## src/rtl/demux1x4_reg.sv

```systemverilog
// demux1x4_reg: registered 1-to-4 demultiplexer with valid/ready handshakes.
// Each destination channel owns a one-entry holding register, so a stalled
// consumer only blocks words addressed to its own channel.
module demux1x4_reg #(
   parameter int unsigned WIDTH = 32
) (
   input  logic             clk,
   input  logic             rst_n,
   input  logic             in_valid,
   output logic             in_ready,
   input  logic [1:0]       in_sel,
   input  logic [WIDTH-1:0] in_data,
   output logic [3:0]       out_valid,
   input  logic [3:0]       out_ready,
   output logic [WIDTH-1:0] out_data0,
   output logic [WIDTH-1:0] out_data1,
   output logic [WIDTH-1:0] out_data2,
   output logic [WIDTH-1:0] out_data3,
   output logic             busy
);

   typedef enum logic {
      EMPTY = 1'b0,
      FULL  = 1'b1
   } chan_state_t;

   chan_state_t      state  [4];
   logic [WIDTH-1:0] data_q [4];
   logic             acc;
   logic [3:0]       ld;
   logic [3:0]       drn;

   // Handshake decode: readiness depends only on the addressed channel's
   // state and its consumer, never on in_valid or in_data.
   always_comb begin
      out_valid = '0;
      ld        = '0;
      drn       = '0;
      for (int unsigned k = 0; k < 4; k++) begin
         out_valid[k] = (state[k] == FULL);
      end
      in_ready = ~out_valid[in_sel] | out_ready[in_sel];
      acc      = in_valid & in_ready;
      for (int unsigned k = 0; k < 4; k++) begin
         ld[k]  = acc & (in_sel == 2'(k));
         drn[k] = out_valid[k] & out_ready[k];
      end
      busy = |out_valid;
   end

   // Per-channel EMPTY/FULL state and holding register; data only moves on a load.
   always_ff @(posedge clk or negedge rst_n) begin
      if (!rst_n) begin
         for (int unsigned k = 0; k < 4; k++) begin
            state[k]  <= EMPTY;
            data_q[k] <= '0;
         end
      end else begin
         for (int unsigned k = 0; k < 4; k++) begin
            unique case (state[k])
               EMPTY: if (ld[k]) state[k] <= FULL;
               FULL:  if (drn[k] && !ld[k]) state[k] <= EMPTY;
               default: state[k] <= EMPTY;
            endcase
            if (ld[k]) begin
               data_q[k] <= in_data;
            end
         end
      end
   end

   assign out_data0 = data_q[0];
   assign out_data1 = data_q[1];
   assign out_data2 = data_q[2];
   assign out_data3 = data_q[3];

endmodule

```

## config.mk

```make
export PLATFORM = sky130hd
export DESIGN_NAME = demux1x4_reg
export DESIGN_NICKNAME = d
export VERILOG_FILES = /design/src/rtl/demux1x4_reg.sv
export SDC_FILE = /design/constraint.sdc
export NUM_CORES = 1
export LEC_CHECK = 0
export ABC_AREA = 1
export CAP_MARGIN = 20
export CORE_ASPECT_RATIO = 1.4
export CORE_MARGIN = 2
export CORE_UTILIZATION = 47
export DETAILED_ROUTE_END_ITERATION = 6
export GPL_TIMING_DRIVEN = 0
export HOLD_SLACK_MARGIN = 0.12
export PLACE_DENSITY = 0.8
export SLEW_MARGIN = 0
export SYNTH_ARGS = -nofsm -noshare
export SYNTH_HDL_FRONTEND = slang
export SYNTH_SLANG_ARGS = --single-unit
```

## constraint.sdc

```tcl
create_clock -name clk -period 1.7 [get_ports clk]
set_clock_uncertainty 0.2 [all_clocks]
set_input_delay 0.255 -clock clk [delete_from_list [all_inputs] [get_ports clk]]
set_output_delay 0.255 -clock clk [all_outputs]
set_load 0.05 [all_outputs]
```

**Word-level counts from Yosys, hierarchy flattened**

Cells that the tools add are included.

- Reduce and logical (&&, ||, !) cells: 10
- Equal/unequal tests: 3
- Magnitude comparators: 1
- Bitwise operators: 15
- Muxes and demuxes: 16

Operators with widths:

| kind | number |
|---|---|
| 1-bit 2-to-1 mux | 10 |
| 1-bit bitwise AND | 9 |
| 1-bit case mux with 2 select lines | 4 |
| 1-bit inverter | 5 |
| 1-bit binary-select mux with 2-bit select | 2 |
| 2-bit == test, second input constant | 2 |
| 1-bit logical AND | 4 |
| 1-bit zero test | 4 |
| 4-bit OR reduction | 1 |
| 2-bit by 3-bit < comparator with 1-bit output, second input constant | 1 |
| 2-bit by 1-bit == test with 1-bit output, second input constant | 1 |
| 2-bit zero test | 1 |
| 1-bit OR | 1 |

- Output and inout bits: 134
- Input bits: 41
- Logic and storage cells: 53
- Flip-flop bits (word level): 132

**Logic depth before layout (Yosys ltp)**

Gate-level depths: netlist of the first run.

- Word-level depth: 10
- Mapped depth: 11
- Depth with buffers taken out: 9

**Worst setup path before layout of the first run**

No wires, ideal clock.

- Path type: register to register
- Start point: register state (netlist bit out_valid[3])
- End point: register data_q (netlist bit out_data1[19])
- Cell stages (with the launch flop): 9
- Setup slack: -0.113 ns
- Library setup time: 0.067 ns
- Data arrival time: 1.546 ns
- Path buffers: 1
- Period minus slack after synthesis: 1.813 ns
- Data required time: 1.433 ns
- Cell sequence: dfrtp_1 -> nand2_1 -> nand2_1 -> nand2_1 -> nand2_2 -> nand2_8 -> buf_2 -> nand4_1 -> nand2_1

- Cells in the longest elaborated chain, start to end: 6

RTL lines:

| element | RTL line | source |
|---|---|---|
| start, declared | 27 | `chan_state_t state [4];` |
| start signal, assigned by index | 55 | `state[k] <= EMPTY;` |
| start signal, assigned by index | 61 | `EMPTY: if (ld[k]) state[k] <= FULL;` |
| start signal, assigned by index | 62 | `FULL: if (drn[k] && !ld[k]) state[k] <= EMPTY;` |
| 1-bit binary-select mux with 2-bit select | 42 | `in_ready = ~out_valid[in_sel] \| out_ready[in_sel];` |
| 1-bit 2-to-1 mux (not written as such) | 42 |  |
| 1-bit inverter | 42 |  |
| 1-bit OR | 42 |  |
| named net in_ready | 10 | `output logic in_ready,` |
| 1-bit bitwise AND | 43 | `acc = in_valid & in_ready;` |
| 1-bit bitwise AND | 45 | `ld[k] = acc & (in_sel == 2'(k));` |
| end signal, assigned by index | 66 | `data_q[k] <= in_data;` |
| end, declared | 28 | `logic [WIDTH-1:0] data_q [4];` |

The timed path passes the listed nets, and every way through them passes these cells. The select of a mux whose other input is x is not followed.
A chain may end at the register's enable or synchronous reset.

**Final worst setup path of the first run**

- Start point: register state (netlist bit out_valid[0])
- End point: output port in_ready

- Cells in the longest elaborated chain, start to end: 4

RTL lines:

| element | RTL line |
|---|---|
| 1-bit binary-select mux with 2-bit select | 42 |
| 1-bit 2-to-1 mux (not written as such) | 42 |
| 1-bit inverter | 42 |
| 1-bit OR | 42 |
| end, declared | 10 |

No other way between the ends. The select of a mux whose other input is x is not followed.

==> flow_summary.ini, run 1 <==
[synth]
yosysSeqAreaShare = 0.583
ys_ff_latch = 132
ys_top_cells_by_area = dfrtp_1 58%, nand2_1 18%, nand4_1 14%
synth.distinct_cells = 20
synthCells = 608
yosys_warnings = 0
synth_area_per_cell_um2 = 9.32
synth_top_cell_area_share = 0.583
syn_nets = 649
synth.largest_area_cell = dfrtp_1
syn_area_um2 = 5670

[critical_path]
path_max_fanout = 3
path_cells = nand2_1, nand2_1, nand2_1, nand2_2, nand2_8, buf_8, buf_8
worst_ep_arrival_time_ns = 1.50
critPathRequiredTime_ns = 1.24
r2r_setup_slack_ns = -0.25
r2r-end = out_data2[28]$_DFFE_PN0P_
worstSetupPathType = flip-flop to primary output
critPathMaxStageDelay_ns = 0.42
endpoint_kind = primary output
reg2reg_from = out_valid[0]$_DFF_PN0_
crit_start = out_valid[0]$_DFF_PN0_
startpoint_type = flip-flop
endpoint = in_ready
path_common_cell = nand2_1
cp_slowest_cell = dfrtp_2
reg2reg_depth = 11

[drt]
wl_per_cell_um = 20.5
vias_per_cell = 5.90
ant_nets = 0
via_count = 5789
drtPass1Iterations = 7
wl_mm = 20.1
drc = 0
drt_iter0_drc = 487

[grt]
use_met1 = 0.349
track_usage = 0.296
grt_pass1_wl_mm = 30.2
grt_remaining_overflow = 0
use_met3 = 0.0683
grt_pass1_vias = 5736
grt-busiest-layer = met2
grt_max_degree = 99
met2_usage = 0.495
antenna_found_initial = 0

[placement]
io_buffers = 171
hpwl_mm = 12.8
place_area_um2 = 7600
gp_congestion = 0.854
dp_cells = 927

[layout]
area_growth_pct = 56.4
final_cell_mix = 261 x nand2_1, 129 x nand4_1, 128 x dfrtp_1, 128 x clkdlybuf4s15_2, 36 x clkdlybuf4s50_1
antenna_cells = 0
final_common_cell = nand2_1
final_cell_area_um2 = 8870
finalNonFillerCells = 982
nets = 863
drive_gt1_frac = 0.296

[outcome]
failed_checks = negative setup slack
status = finished, violations left

[clock_network]
clock_latency_ns = 0.42
clkTransAtPathRegs_ns = 0.06
cts_buffer_depth = 2
numCtsBuffers = 17
cts_htree_levels = 4
cts_tree = yes
clock-sinks = 132
cts-root-buf = clkbuf_16

[timing]
tightest_slew_ns = 0.679
maxSlewHeadroom = 0.545
slew_viol_final = 0
rsz0062_at_grt = true
final.period_utilization = 1.15
fmax_mhz = 511
final.setup.worst_slack_ns = -0.256
setup_violations = 134
finalCriticalPeriod_ns = 1.96
finalHoldViolations = 0

[floorplan]
die-area_um2 = 13000
num_rows = 47
die_w_um = 96.8
ios = 175
fp.dieH_um = 134
core_um2 = 11800
start_util = 0.480

[job]
cap_violations = 0

[power_and_ir_drop]
pwr-share-seq = 0.326
p_sw_w = 0.00517
swShare = 0.402
clockPowerShare = 0.302
max-vdd-ir-drop_mv = 0.874
p_int_w = 0.00770
power_w = 0.0129
p_leak_nw = 4.35
p_per_area_nw_per_um2 = 1450
power_frac_comb = 0.373

[hold_path]
hp-class = input port to asynchronous set/reset pin
## critical path: cells and delay by family, from the launching register on
kind / cells / cell delay, ns
buf+inv: 2 / 0.24
flops: 1 / 0.42
simple gates: 5 / 0.43
## cells in the mapped netlist
cell type and n:
nor2_4 1, nand2_2 1, nand2_8 1, dfrtp_1 132, inv_2 1, o21ai_0 4
nor2_8 1, inv_1 6, buf_12 1, nor2_1 2, buf_2 22, nand2_1 268
nand3_1 3, clkbuf_2 1, buf_6 13, clkbuf_1 12, nand3_4 4, nand4_1 129
buf_4 2, buf_1 4
## routing by layer
layer	wire (um)	share of wire	vias to the layer above
li1	-	-	2497
met1	7140	0.35	2824
met2	10200	0.50	366
met3	1470	0.073	102
met4	1390	0.069	0
met5	0	0	-
## kinds of logic (layout without fill, tap and decap cells)
kind of cell           Yosys count  after routing  share of synthesized area
DFF                            132            132                      0.583
AOI/OAI and AO/OA                4              4                    0.00353
and+or+nand+nor                410            410                      0.346
buffers and inverters           62            289                     0.0675
## per-stage QoR
step	hold WS (ns)	setup slack (ns)	utilization	setup TNS (ns)
after CTS	0.103	-0.188	0.717	-5.47
final	0.0945	-0.256	0.750	-26.70
after global routing	0.129	-0.302	0.750	-33.68
after detailed placement	-0.0289	-0.907	0.643	-32.83
after global placement	0.254	-5.23	0.641	-656.65
after floorplan	-0.241	0.0817	-	0
## final cells by class
type                    count  area (um2)
plain buffers              55         489
clock buffers              22         464
clock inverters            10         154
fillers                   782        2950
inverters                   7        26.3
multi-input cells         414        2010
flip-flops and latches    132        3310
well taps                 147         184
repair buffers            195        2230
## sequential cells by signal, summed over array words and instances (netlist names)
name       count
out_data0     32
out_data1     32
out_data2     32
out_data3     32
out_valid      4
## how the worst min path moves through the flow
stage,to,slack (ns),cells after the start
4_1_cts,out_data1[0]$_DFFE_PN0P_,0.10,2
3_5_place_dp,out_data1[0]$_DFFE_PN0P_,-0.03,1
5_1_grt,out_data1[0]$_DFFE_PN0P_,0.13,2
2_1_floorplan,out_data0[0]$_DFFE_PN0P_,-0.24,0
6_report,out_data1[0]$_DFFE_PN0P_,0.09,2
3_3_place_gp,out_data0[8]$_DFFE_PN0P_,0.25,2
## power by group through the flow
stage / clock network, W / registers, W / logic, W
global route: 0.00404 / 0.00425 / 0.00501
floorplan: 0 / 0.00634 / 0.000795
detailed placement: 0 / 0.00420 / 0.00477
global placement: 0 / 0.00418 / 0.00470
CTS: 0.00387 / 0.00417 / 0.00464
finish: 0.00388 / 0.00419 / 0.00480
## what timing repair did
| item | in CTS | in global routing |
|---|---|---|
| setup buffers | 2 | 8 |
| hold buffers | 4 | 0 |
| endpoints found under the hold margin | 136 | 0 |
| gates cloned | 0 | 9 |
| endpoints found under the setup margin | 134 | 134 |
| resized for setup | 417 | 58 |
| pin swaps | 5 | 4 |
No activity file was read; power rests on OpenSTA's default activity.
==> inputs of run 2 (changes only) <==
--- a/config.mk
+++ b/config.mk
@@ -14,6 +14,7 @@
 export GPL_TIMING_DRIVEN = 0
 export HOLD_SLACK_MARGIN = 0.12
 export PLACE_DENSITY = 0.8
+export SETUP_SLACK_MARGIN = 0.2
 export SLEW_MARGIN = 0
 export SYNTH_ARGS = -nofsm -noshare
 export SYNTH_HDL_FRONTEND = slang
==> constraint.sdc (replaced) <==
create_clock -name clk -period 1.7 [get_ports clk]
set_clock_uncertainty 0.2 [all_clocks]
set_input_delay 0.34 -clock clk [delete_from_list [all_inputs] [get_ports clk]]
set_output_delay 0.34 -clock clk [all_outputs]
set_load 0.05 [all_outputs]
==> run 2 against run 1 <==
Against the previous run:
- the run ends with design-rule violations, negative setup slack left
- final area rose by 17%
- final cell count grew 12%
- setup slack worse by 0.18 ns
- total power up 10%
==> flow_summary.ini, run 2 (same netlist as run 1, synthesis figures left out) <==
[outcome]
status = finished, violations left
failed_checks = design-rule violations, negative setup slack

[floorplan]
ios = 175
die-area_um2 = 13000
die_w_um = 96.8
core_um2 = 11800
start_util = 0.480
fp.dieH_um = 134
num_rows = 47

[clock_network]
cts-root-buf = clkbuf_16
cts_htree_levels = 4
clock_latency_ns = 0.44
cts_buffer_depth = 2
clkTransAtPathRegs_ns = 0.06
cts_tree = yes
clock-sinks = 132
numCtsBuffers = 17

[timing]
rsz0062_at_grt = true
final.setup.worst_slack_ns = -0.435
setup_violations = 136
fmax_mhz = 468
finalHoldViolations = 0
fin_tns_setup_ns = -35.58
slew_viol_final = 0
maxSlewHeadroom = 0.412
tightest_slew_ns = 0.878
finalCriticalPeriod_ns = 2.14
final.period_utilization = 1.26

[layout]
drive_gt1_frac = 0.487
nets = 987
area_growth_pct = 83.3
fin_util = 0.879
antenna_cells = 0
final_common_cell = nand2_1
final_cell_area_um2 = 10400
finalNonFillerCells = 1103
final_cell_mix = 161 x nand2_1, 152 x buf_6, 129 x nand4_1, 128 x dfrtp_1, 103 x buf_4

[placement]
place_area_um2 = 7660
dp_slack_ns = -1.00
hpwl_mm = 13.1
io_buffers = 171
dp_cells = 927
gp_congestion = 0.826

[power_and_ir_drop]
p_leak_nw = 5.30
p_per_area_nw_per_um2 = 1360
max-vdd-ir-drop_mv = 1.06

[drt]
drt_iter0_drc = 761
top_layer = met4
wl_per_cell_um = 25.0
wl_met2_mm = 13.3
ant_nets = 0
wl_met1_mm = 8.89
wl_met3_mm = 2.90
via_count = 6980
vias_per_cell = 6.33
drc = 3
drtPass1Iterations = 7
wl_mm = 27.5

[critical_path]
path_common_cell = nand2_1
worst_ep_arrival_time_ns = 2.27
worstSetupPathType = flip-flop to flip-flop
startpoint_type = flip-flop
critPathRequiredTime_ns = 1.83
endpoint_kind = flip-flop
critical_path_buf_inv_count = 5
path_max_fanout = 5
critPathMaxStageDelay_ns = 0.41
cp_slowest_cell = dfrtp_2
crit_family = simple AND/OR/NAND/NOR gates
path_cells = nand2_1, nand2_1, nand2_1, nand2_2, nand2_8, buf_6, buf_6, clkbuf_16, buf_12, buf_16, nand4_1, nand2_1

[grt]
antenna_found_initial = 0
grt_pass1_vias = 5901
grt_remaining_overflow = 0
grt_pass1_wl_mm = 32.0
grt_max_degree = 74
track_usage = 0.317

[job]
cap_violations = 0

[hold_path]
hp-class = input port to asynchronous set/reset pin
run 2: cell type report:
class | count | area, um2
Buffer | 55 | 526
Clock buffer | 23 | 448
Clock inverter | 6 | 35.0
Fill cell | 473 | 1430
Inverter | 7 | 31.3
Multi-Input combinational cell | 415 | 2380
Sequential cell | 132 | 3310
Tap cell | 147 | 184
Timing Repair Buffer | 318 | 3470
run 2: power breakdown:
group	switching, W	total, W	internal [W]
Combinational	0.00397	0.00659	0.00262
Clock	0.00141	0.00324	0.00182
Sequential	0.000584	0.00435	0.00377
run 2: layer usage:
| layer | track usage | up-vias |
|---|---|---|
| li1 | - | 2754 |
| met1 | 0.366 | 3307 |
| met2 | 0.558 | 685 |
| met3 | 0.0719 | 234 |
| met4 | 0.150 | 0 |
| met5 | 0 | - |
run 2: final timing paths:
path	from	end	slack, ns	cells after the start
worst max-delay path	out_valid[1]$_DFF_PN0_	out_data3[31]$_DFFE_PN0P_	-0.44	12
worst min register to register	out_data0[24]$_DFFE_PN0P_	out_data0[24]$_DFFE_PN0P_	0.31	2
max in group asynchronous	rst_n	out_data1[22]$_DFFE_PN0P_	0.32	3
min in group clk	in_sel[1]	out_valid[0]$_DFF_PN0_	0.25	5
worst min-delay path	rst_n	out_data1[1]$_DFFE_PN0P_	0.24	2
worst max register to register	out_valid[1]$_DFF_PN0_	out_data3[31]$_DFFE_PN0P_	-0.44	12
run 2: through the flow:
step / total power (W) / hold slack (ns)
after floorplan: 0.00716 / -0.156
after global placement: 0.00890 / 0.254
after detailed placement: 0.00900 / 0.150
after CTS: 0.0129 / 0.200
after global routing: 0.0145 / 0.273
final: 0.0142 / 0.239
run 2: repair_timing:
action | CTS | global route
buffers inserted | 54 | 66
hold buffers | 6 | 0
setup endpoints to repair | 258 | 339
gates cloned | 11 | 10
resized for setup | 996 | 153
endpoints found under the hold margin | 65 | 0
pin swaps | 52 | 31
